## src/rtl/instr_queue.sv

```systemverilog
// Fetch-to-decode instruction FIFO with flush and a full/empty count.
// Define INSTR_QUEUE_BYPASS_EN to let an empty queue forward in_instr straight to out_instr.
module instr_queue #(
  parameter int DEPTH = 4,
  parameter int WIDTH = 8
) (
  input  logic                     clk,
  input  logic                     reset,
  input  logic [WIDTH-1:0]         in_instr,
  input  logic                     in_valid,
  output logic                     in_ready,
  input  logic                     flush,
  output logic [WIDTH-1:0]         out_instr,
  output logic                     out_valid,
  input  logic                     out_ready,
  output logic [$clog2(DEPTH):0]   count
);

  localparam int AW = $clog2(DEPTH);
  localparam int CW = AW + 1;
  localparam logic [CW-1:0] FULL = CW'(DEPTH);

  logic [WIDTH-1:0] mem [DEPTH];
  logic [AW-1:0]    rd_ptr;
  logic [AW-1:0]    wr_ptr;
  logic [CW-1:0]    cnt;
  logic             empty;
  logic             push;
  logic             pop;

  assign empty    = (cnt == '0);
  assign in_ready = (cnt != FULL);
  assign count    = cnt;

`ifdef INSTR_QUEUE_BYPASS_EN
  logic byp;
  logic byp_take;

  // Bypass only ever fires on an empty queue, so it never reorders stored entries.
  assign byp      = empty && in_valid && !flush && !reset;
  assign byp_take = byp && out_ready;
  assign out_valid = !empty || byp;
  assign push = in_valid && in_ready && !flush && !byp_take;
  assign pop  = !empty && out_ready && !flush;

  always_comb begin
    out_instr = '0;
    unique case (1'b1)
      !empty:  out_instr = mem[rd_ptr];
      byp:     out_instr = in_instr;
      default: out_instr = '0;
    endcase
  end
`else
  assign out_valid = !empty;
  assign push = in_valid && in_ready && !flush;
  assign pop  = out_valid && out_ready && !flush;

  always_comb begin
    out_instr = '0;
    if (out_valid)
      out_instr = mem[rd_ptr];
  end
`endif

  always_ff @(posedge clk or posedge reset) begin
    if (reset) begin
      rd_ptr <= '0;
      wr_ptr <= '0;
      cnt    <= '0;
    end else if (flush) begin
      rd_ptr <= '0;
      wr_ptr <= '0;
      cnt    <= '0;
    end else begin
      if (push)
        wr_ptr <= wr_ptr + AW'(1);
      if (pop)
        rd_ptr <= rd_ptr + AW'(1);
      unique case ({push, pop})
        2'b10:   cnt <= cnt + CW'(1);
        2'b01:   cnt <= cnt - CW'(1);
        default: cnt <= cnt;
      endcase
    end
  end

  // Storage is deliberately left out of reset; only the pointers define validity.
  always_ff @(posedge clk) begin
    if (push)
      mem[wr_ptr] <= in_instr;
  end

endmodule

```

## config.mk

```make
export PLATFORM = sky130hd
export DESIGN_NAME = instr_queue
export DESIGN_NICKNAME = d
export VERILOG_FILES = /design/src/rtl/instr_queue.sv
export SDC_FILE = /design/constraint.sdc
export NUM_CORES = 1
export LEC_CHECK = 0
export ABC_CLOCK_PERIOD_IN_PS = 2600
export CORE_MARGIN = 1.5
export CORE_UTILIZATION = 53
export CTS_CLUSTER_SIZE = 14
export DETAILED_ROUTE_END_ITERATION = 10
export PLACE_DENSITY = 0.78
export SYNTH_ARGS = -nofsm -noshare
export SYNTH_HDL_FRONTEND = slang
export SYNTH_SLANG_ARGS = --single-unit
```

## constraint.sdc

```tcl
create_clock -name clk -period 2.6 [get_ports clk]
set_input_delay 0.65 -clock clk [delete_from_list [all_inputs] [get_ports clk]]
set_output_delay 0.65 -clock clk [all_outputs]
set_load 0.01 [all_outputs]
```

==> results of run 1 <==
==> cell type report <==
cell class / instances / share of cell area
multi-input cells: 66 / 0.263
repair buffers: 36 / 0.152
clock buffers: 7 / 0.0206
inverters: 3 / 0.00516
well taps: 44 / 0.0252
clock inverters: 1 / 0.0138
flip-flops and latches: 39 / 0.520
==> cells by family after synthesis <==
| group | count (synthesis) |
|---|---|
| AND/OR/NAND/NOR | 40 |
| AO/OA/AOI/OAI | 9 |
| XOR/XNOR | 4 |
| adder cells (fa/ha/maj) | 5 |
| flip-flops | 39 |
| multiplexers | 8 |
| buffers and inverters | 9 |
==> power breakdown <==
part           leakage, nW  switching [mW]  internal [mW]
clock               0.0395           0.186          0.204
sequential           0.385          0.0136          0.704
combinational        0.371           0.134          0.157
total                0.796           0.333           1.07
==> placed cells by master, fill, tap and decap left out, drive strengths merged, types with 3 or more instances in the layout <==
master         count
clkdlybuf4s15      4
edfxtp            32
nor3               3
clkbuf             7
dfrtp              7
buf               11
mux4               8
nand3              4
clkdlybuf4s50     17
ha                 4
and2              12
nand2              5
nor2               7
inv                3
dlygate4sd2        4
==> worst register-to-register path: stages, from the launching register on <==
cell and delay [ns]:
dfrtp_1 0.40, or3_4 0.46, nand2_2 0.12, nor3_1 0.07, fa_1 0.40, nand2b_1 0.16
o221ai_1 0.17, a31oi_1 0.10
==> routing by layer <==
| layer | share of wire | global-route usage | vias to the layer above |
|---|---|---|---|
| met2 | 0.54 | 0.352 | 22 |
| met5 | 0 | 0 | - |
| met3 | 0.044 | 0.0618 | 4 |
| met4 | 0.0099 | 0.0667 | 0 |
| li1 | - | - | 499 |
| met1 | 0.40 | 0.253 | 518 |
==> flip-flops by register name, summed over array words and instances, names as in the netlist <==
| name | flops |
|---|---|
| mem | 32 |
| rd_ptr | 2 |
| wr_ptr | 2 |
| count | 3 |
==> worst paths after layout <==
kind	startpoint	endpoint	cells after the start	slack, ns
setup / recovery	rd_ptr[0]$_DFFE_PP0P_	out_instr[7]	5	0.09
setup reg to reg	count[1]$_DFFE_PP0P_	count[2]$_DFFE_PP0P_	7	0.61
min in group clk	wr_ptr[1]$_DFFE_PP0P_	wr_ptr[1]$_DFFE_PP0P_	2	0.59
hold reg to reg	wr_ptr[1]$_DFFE_PP0P_	wr_ptr[1]$_DFFE_PP0P_	2	0.59
max in group asynchronous	reset	rd_ptr[0]$_DFFE_PP0P_	2	1.79
hold / removal	reset	wr_ptr[1]$_DFFE_PP0P_	2	0.57
==> stage by stage <==
stage / cell area (um2) / cells
finish: 2180 / 196
global route: 2180 / 196
CTS: 2160 / 194
detailed placement: 2080 / 185
global placement: 2080 / 185
floorplan: 1750 / 114
==> repair_timing <==
| item | 4_1_cts | 5_1_grt |
|---|---|---|
| endpoints found under the setup margin | 8 | 2 |
| pin swaps | 0 | 0 |
| buffers inserted | 1 | 2 |
| hold buffers | 0 | 0 |
| resized for setup | 10 | 4 |
==> impl_metrics.ini, run 1 <==
[outcome]
status = completed

[grt]
grt_pass1_wl_um = 5170
first_global_vias = 1068
grt_use_total = 0.206
antenna_found_initial = 0
grt-ovfl-total = 0
grt_max_degree = 13

[synth]
yosys.area.top_type = edfxtp_1
yosys.area.top_type_share = 0.550
synthTopCellsByArea = edfxtp_1, mux4_2, dfrtp_1
synth_area_per_cell_um2 = 15.3
syn-cell-area_mm2 = 0.00175
syn-instance-count = 114
ys_seq_area_frac = 0.650
synth-edff-count = 32
async_flop_share = 0.179
synth_flop_cell = edfxtp_1
synthTopCellsByCount = edfxtp_1, and2_1, mux4_2
yosysMostFrequentCell = edfxtp_1
synth_xor_area_frac = 0.0201
yosys.area_share.simple = 0.129
synth_compound_area_frac = 0.0337
yosysWarnings = 0
synth_top_family_by_area = simple AND/OR/NAND/NOR gates
syn_nets = 132
ys_seq_elements = 39
synthMuxAreaShare = 0.103
synth_adder_area_share = 0.0401
synth.distinct_cells = 30

[clock_network]
cts-buffers-inserted = 5
clock_path_buffers = 2
cts_root_buf = clkbuf_4
cts_tree = yes
cts.sinks = 39
clk_latency_ns = 0.34
clk_pin_slew_ns = 0.11
htree_levels = 2

[die]
die_x_um = 60.4
fp-row-count = 20
design.portCount = 26
initial_core_util = 0.563
fp.dieH_um = 60.4
coreArea_mm2 = 0.00310
die_area_mm2 = 0.00365

[drt]
drcViolationCount = 0
drt-total-wl_um = 3140
first_pass_iters = 4
viasPerCell = 5.32
vias = 1043
ant_nets = 0
routedWlPerCell_um = 16.0
drtIter0Drc = 14

[sta]
setup-violations-final = 0
slew-limit-headroom = 0.694
finalMaxSlewViolations = 0
tightest_slew_ns = 0.460
hold_viol_final = 0
rsz0062_at_grt = no
fin_crit_sh = 0.966
whs_ns = 0.566
fin_skew_ns = 0.00864
timing.final.ws_setup_ns = 0.0897
period_minus_slack_ns = 2.51
setup_tns_ns = 0
fmax_ghz = 0.398

[run]
max_cap_violations = 0

[worst_setup_path]
crit_fanout = 3
crit_buf_inv = 3
path_cells = buf_6 > buf_4 > mux4_2 > and2_1 > dlygate4sd2_1
slowest_delay_ns = 0.47
required_ns = 1.95
crit_path_end_kind = output pin
crit_family = buffers and inverters
critPathLaunchType = flop
cp.arrival_ns = 1.86
cp_slowest_cell = mux4_2
critPathKind = reg -> out

[placement]
place_congestion = 0.752
post-place-ws_ns = 0.137
dpl.hpwl_um = 2220
port_buffers = 25

[finish]
multi_input_area_um2 = 574
antennaDiodeCount = 0
utilization = 0.704
drive_gt1_frac = 0.197
nets = 169
area_growth_pct = 25.0
seq_area_mm2 = 0.00114
filler_cell_count = 253

[power]
p_total_mw = 1.40
vdd.ir_drop.worst_v = 0.000401
powerDensity_mw_per_mm2 = 641
leakagePower_nw = 0.796

[min_path]
hold_path_class = in -> async
No activity file was read; power rests on OpenSTA's default activity.
==> inputs of run 2 (changes only) <==
--- a/config.mk
+++ b/config.mk
@@ -5,6 +5,7 @@
 export SDC_FILE = /design/constraint.sdc
 export NUM_CORES = 1
 export LEC_CHECK = 0
+export ABC_AREA = 1
 export ABC_CLOCK_PERIOD_IN_PS = 2600
 export CORE_MARGIN = 1.5
 export CORE_UTILIZATION = 53
==> impl_metrics.ini, run 2 <==
[power]
leakagePower_nw = 0.956
switching_power_mw = 0.510
clockPowerShare = 0.181
power_frac_seq = 0.476
p_int_mw = 1.06
combPwrFrac = 0.343
switching_share = 0.324
vdd.ir_drop.worst_v = 0.000462
p_total_mw = 1.57
powerDensity_mw_per_mm2 = 713

[worst_setup_path]
crit_path_end_kind = output pin
crit_fanout = 8
required_ns = 1.95
rr_startpoint = count[1]$_DFFE_PP0P_
cp.arrival_ns = 1.86
cp_slowest_cell = clkdlybuf4s50_1
critPathKind = reg -> out
critPathLaunchType = flop
slowest_delay_ns = 0.55
path_cells = nor2_4 > nand2_2 > clkinvlp_4 > a21oi_1 > clkdlybuf4s50_1
rrSetupSlack_ns = 0.62
critPathLaunch = count[1]$_DFFE_PP0P_

[drt]
viasPerCell = 5.22
ant_nets = 0
drcViolationCount = 0
vias = 1289
first_pass_iters = 4
drt-total-wl_um = 3560
drtIter0Drc = 59
routedWlPerCell_um = 14.4

[die]
die_area_mm2 = 0.00363
die_x_um = 60.3
design.portCount = 26
initial_core_util = 0.565
fp.dieH_um = 60.3
fp-row-count = 20
coreArea_mm2 = 0.00308

[outcome]
status = completed

[sta]
period_minus_slack_ns = 2.51
finalMaxSlewViolations = 0
hold_viol_final = 0
setup-violations-final = 0
fmax_ghz = 0.399
fin_crit_sh = 0.964
setup_tns_ns = 0
fin_skew_ns = 0.0114
timing.final.ws_setup_ns = 0.0946
slew-limit-headroom = 0.806
rsz0062_at_grt = no
tightest_slew_ns = 0.291

[finish]
layout_commonest_cell = nor2_1
area_growth_pct = 26.9
antennaDiodeCount = 0
largest_reg_flops = 32
regMostFlops = mem
drive_gt1_frac = 0.187
filler_cell_count = 238
nets = 220
final_cell_mix = nor2_1, edfxtp_1, o21ai_0

[grt]
first_global_vias = 1170
use_met2 = 0.387
antenna_found_initial = 0
grt_pass1_wl_um = 5490
busiest_layer = met2
grt_util_met1 = 0.242
grt-ovfl-total = 0
grt_max_degree = 13
grt_use_total = 0.218
grt_util_met3 = 0.0736

[synth]
yosysMostFrequentCell = nor2_1
yosysWarnings = 0
synthTopCellsByArea = edfxtp_1, dfrtp_1, nor2_1
synth.distinct_cells = 21
ys_seq_elements = 39
synth_area_per_cell_um2 = 10.8
ys_seq_area_frac = 0.653
synthTopCellsByCount = nor2_1, edfxtp_1, o21ai_0
syn_nets = 179
syn-instance-count = 161
syn-cell-area_mm2 = 0.00174
yosys.area.top_type = edfxtp_1
yosys.area.top_type_share = 0.553
synth_flop_cell = edfxtp_1
synth-edff-count = 32
async_flop_share = 0.179

[clock_network]
clk_pin_slew_ns = 0.11
clock_path_buffers = 2
cts_tree = yes
cts_root_buf = clkbuf_4
htree_levels = 2
clk_latency_ns = 0.34
cts.sinks = 39
cts-buffers-inserted = 5

[min_path]
hold_path_class = in -> async

[run]
max_cap_violations = 0

[placement]
dpl.hpwl_um = 2500
place_congestion = 0.745
port_buffers = 25
post-place-ws_ns = 0.121
-- run 2: changes by cell type after synthesis, moves of 8 or more --
cell,before,now
a21oi_1,2,10
and2_1,12,0
inv_1,2,14
mux4_2,8,0
nand2_1,3,17
nor2_1,7,38
o21ai_0,1,19
-- run 2: cell type report --
type | instances | area [um2] | area share
clock buffers | 5 | 37.5 | 0.0170
clock inverters | 3 | 15.0 | 0.00680
inverters | 17 | 70.1 | 0.0317
multi-input cells | 101 | 523 | 0.237
flip-flops and latches | 39 | 1140 | 0.517
well taps | 44 | 55.1 | 0.0249
repair buffers | 38 | 365 | 0.166
-- run 2: timing repair --
item / in CTS / in global routing
cloned: 0 / 0
resized for setup: 3 / 13
endpoints found under the setup margin: 7 / 8
hold buffers: 0 / 0
setup buffers: 1 / 3
-- run 2: power by group through the flow --
stage | clock (mW) | combinational (mW) | sequential, mW
floorplan | 0 | 0.265 | 0.760
global placement | 0 | 0.485 | 0.768
detailed placement | 0 | 0.506 | 0.769
CTS | 0.292 | 0.520 | 0.753
global route | 0.317 | 0.598 | 0.753
finish | 0.284 | 0.540 | 0.749
-- run 2: cell families (layout without fill, tap and decap cells) --
logic type,after synthesis,after routing,synth area share
DFF,39,39,0.653
adders and majority gates,5,5,0.0403
xor gates and xnor gates,1,1,0.00504
AOI/OAI and AO/OA,32,32,0.0986
and+or+nand+nor,63,63,0.155
buffers and inverters,21,63,0.0482
-- run 2: metal layers --
layer | share of wire | up-vias
met5 | 0 | -
met3 | 0.069 | 4
met1 | 0.38 | 607
li1 | - | 623
met4 | 0.0093 | 0
met2 | 0.54 | 55
-- run 2: critical path: cells and delay by family (launching register included) --
family          cells  cell delay [ns]
flops               1             0.42
simple gates        2             0.17
compound gates      1             0.17
buf+inv             2             0.76
-- run 2: metrics by stage --
stage	util	hold WS, ns	instances	area (um2)
6_report	0.717	0.537	247	2210
5_1_grt	0.717	0.564	247	2210
4_1_cts	0.700	0.534	244	2150
3_5_place_dp	0.680	0.594	235	2090
3_3_place_gp	0.680	0.599	235	2090
2_1_floorplan	-	0.453	161	1740
-- run 2: worst paths after layout --
kind,to,depth (start not counted)
max,out_instr[7],5
min,wr_ptr[1]$_DFFE_PP0P_,2
max reg2reg,count[2]$_DFFE_PP0P_,11
min reg2reg,count[0]$_DFFE_PP0P_,2
max in group asynchronous,count[0]$_DFFE_PP0P_,2
min in group clk,count[0]$_DFFE_PP0P_,2
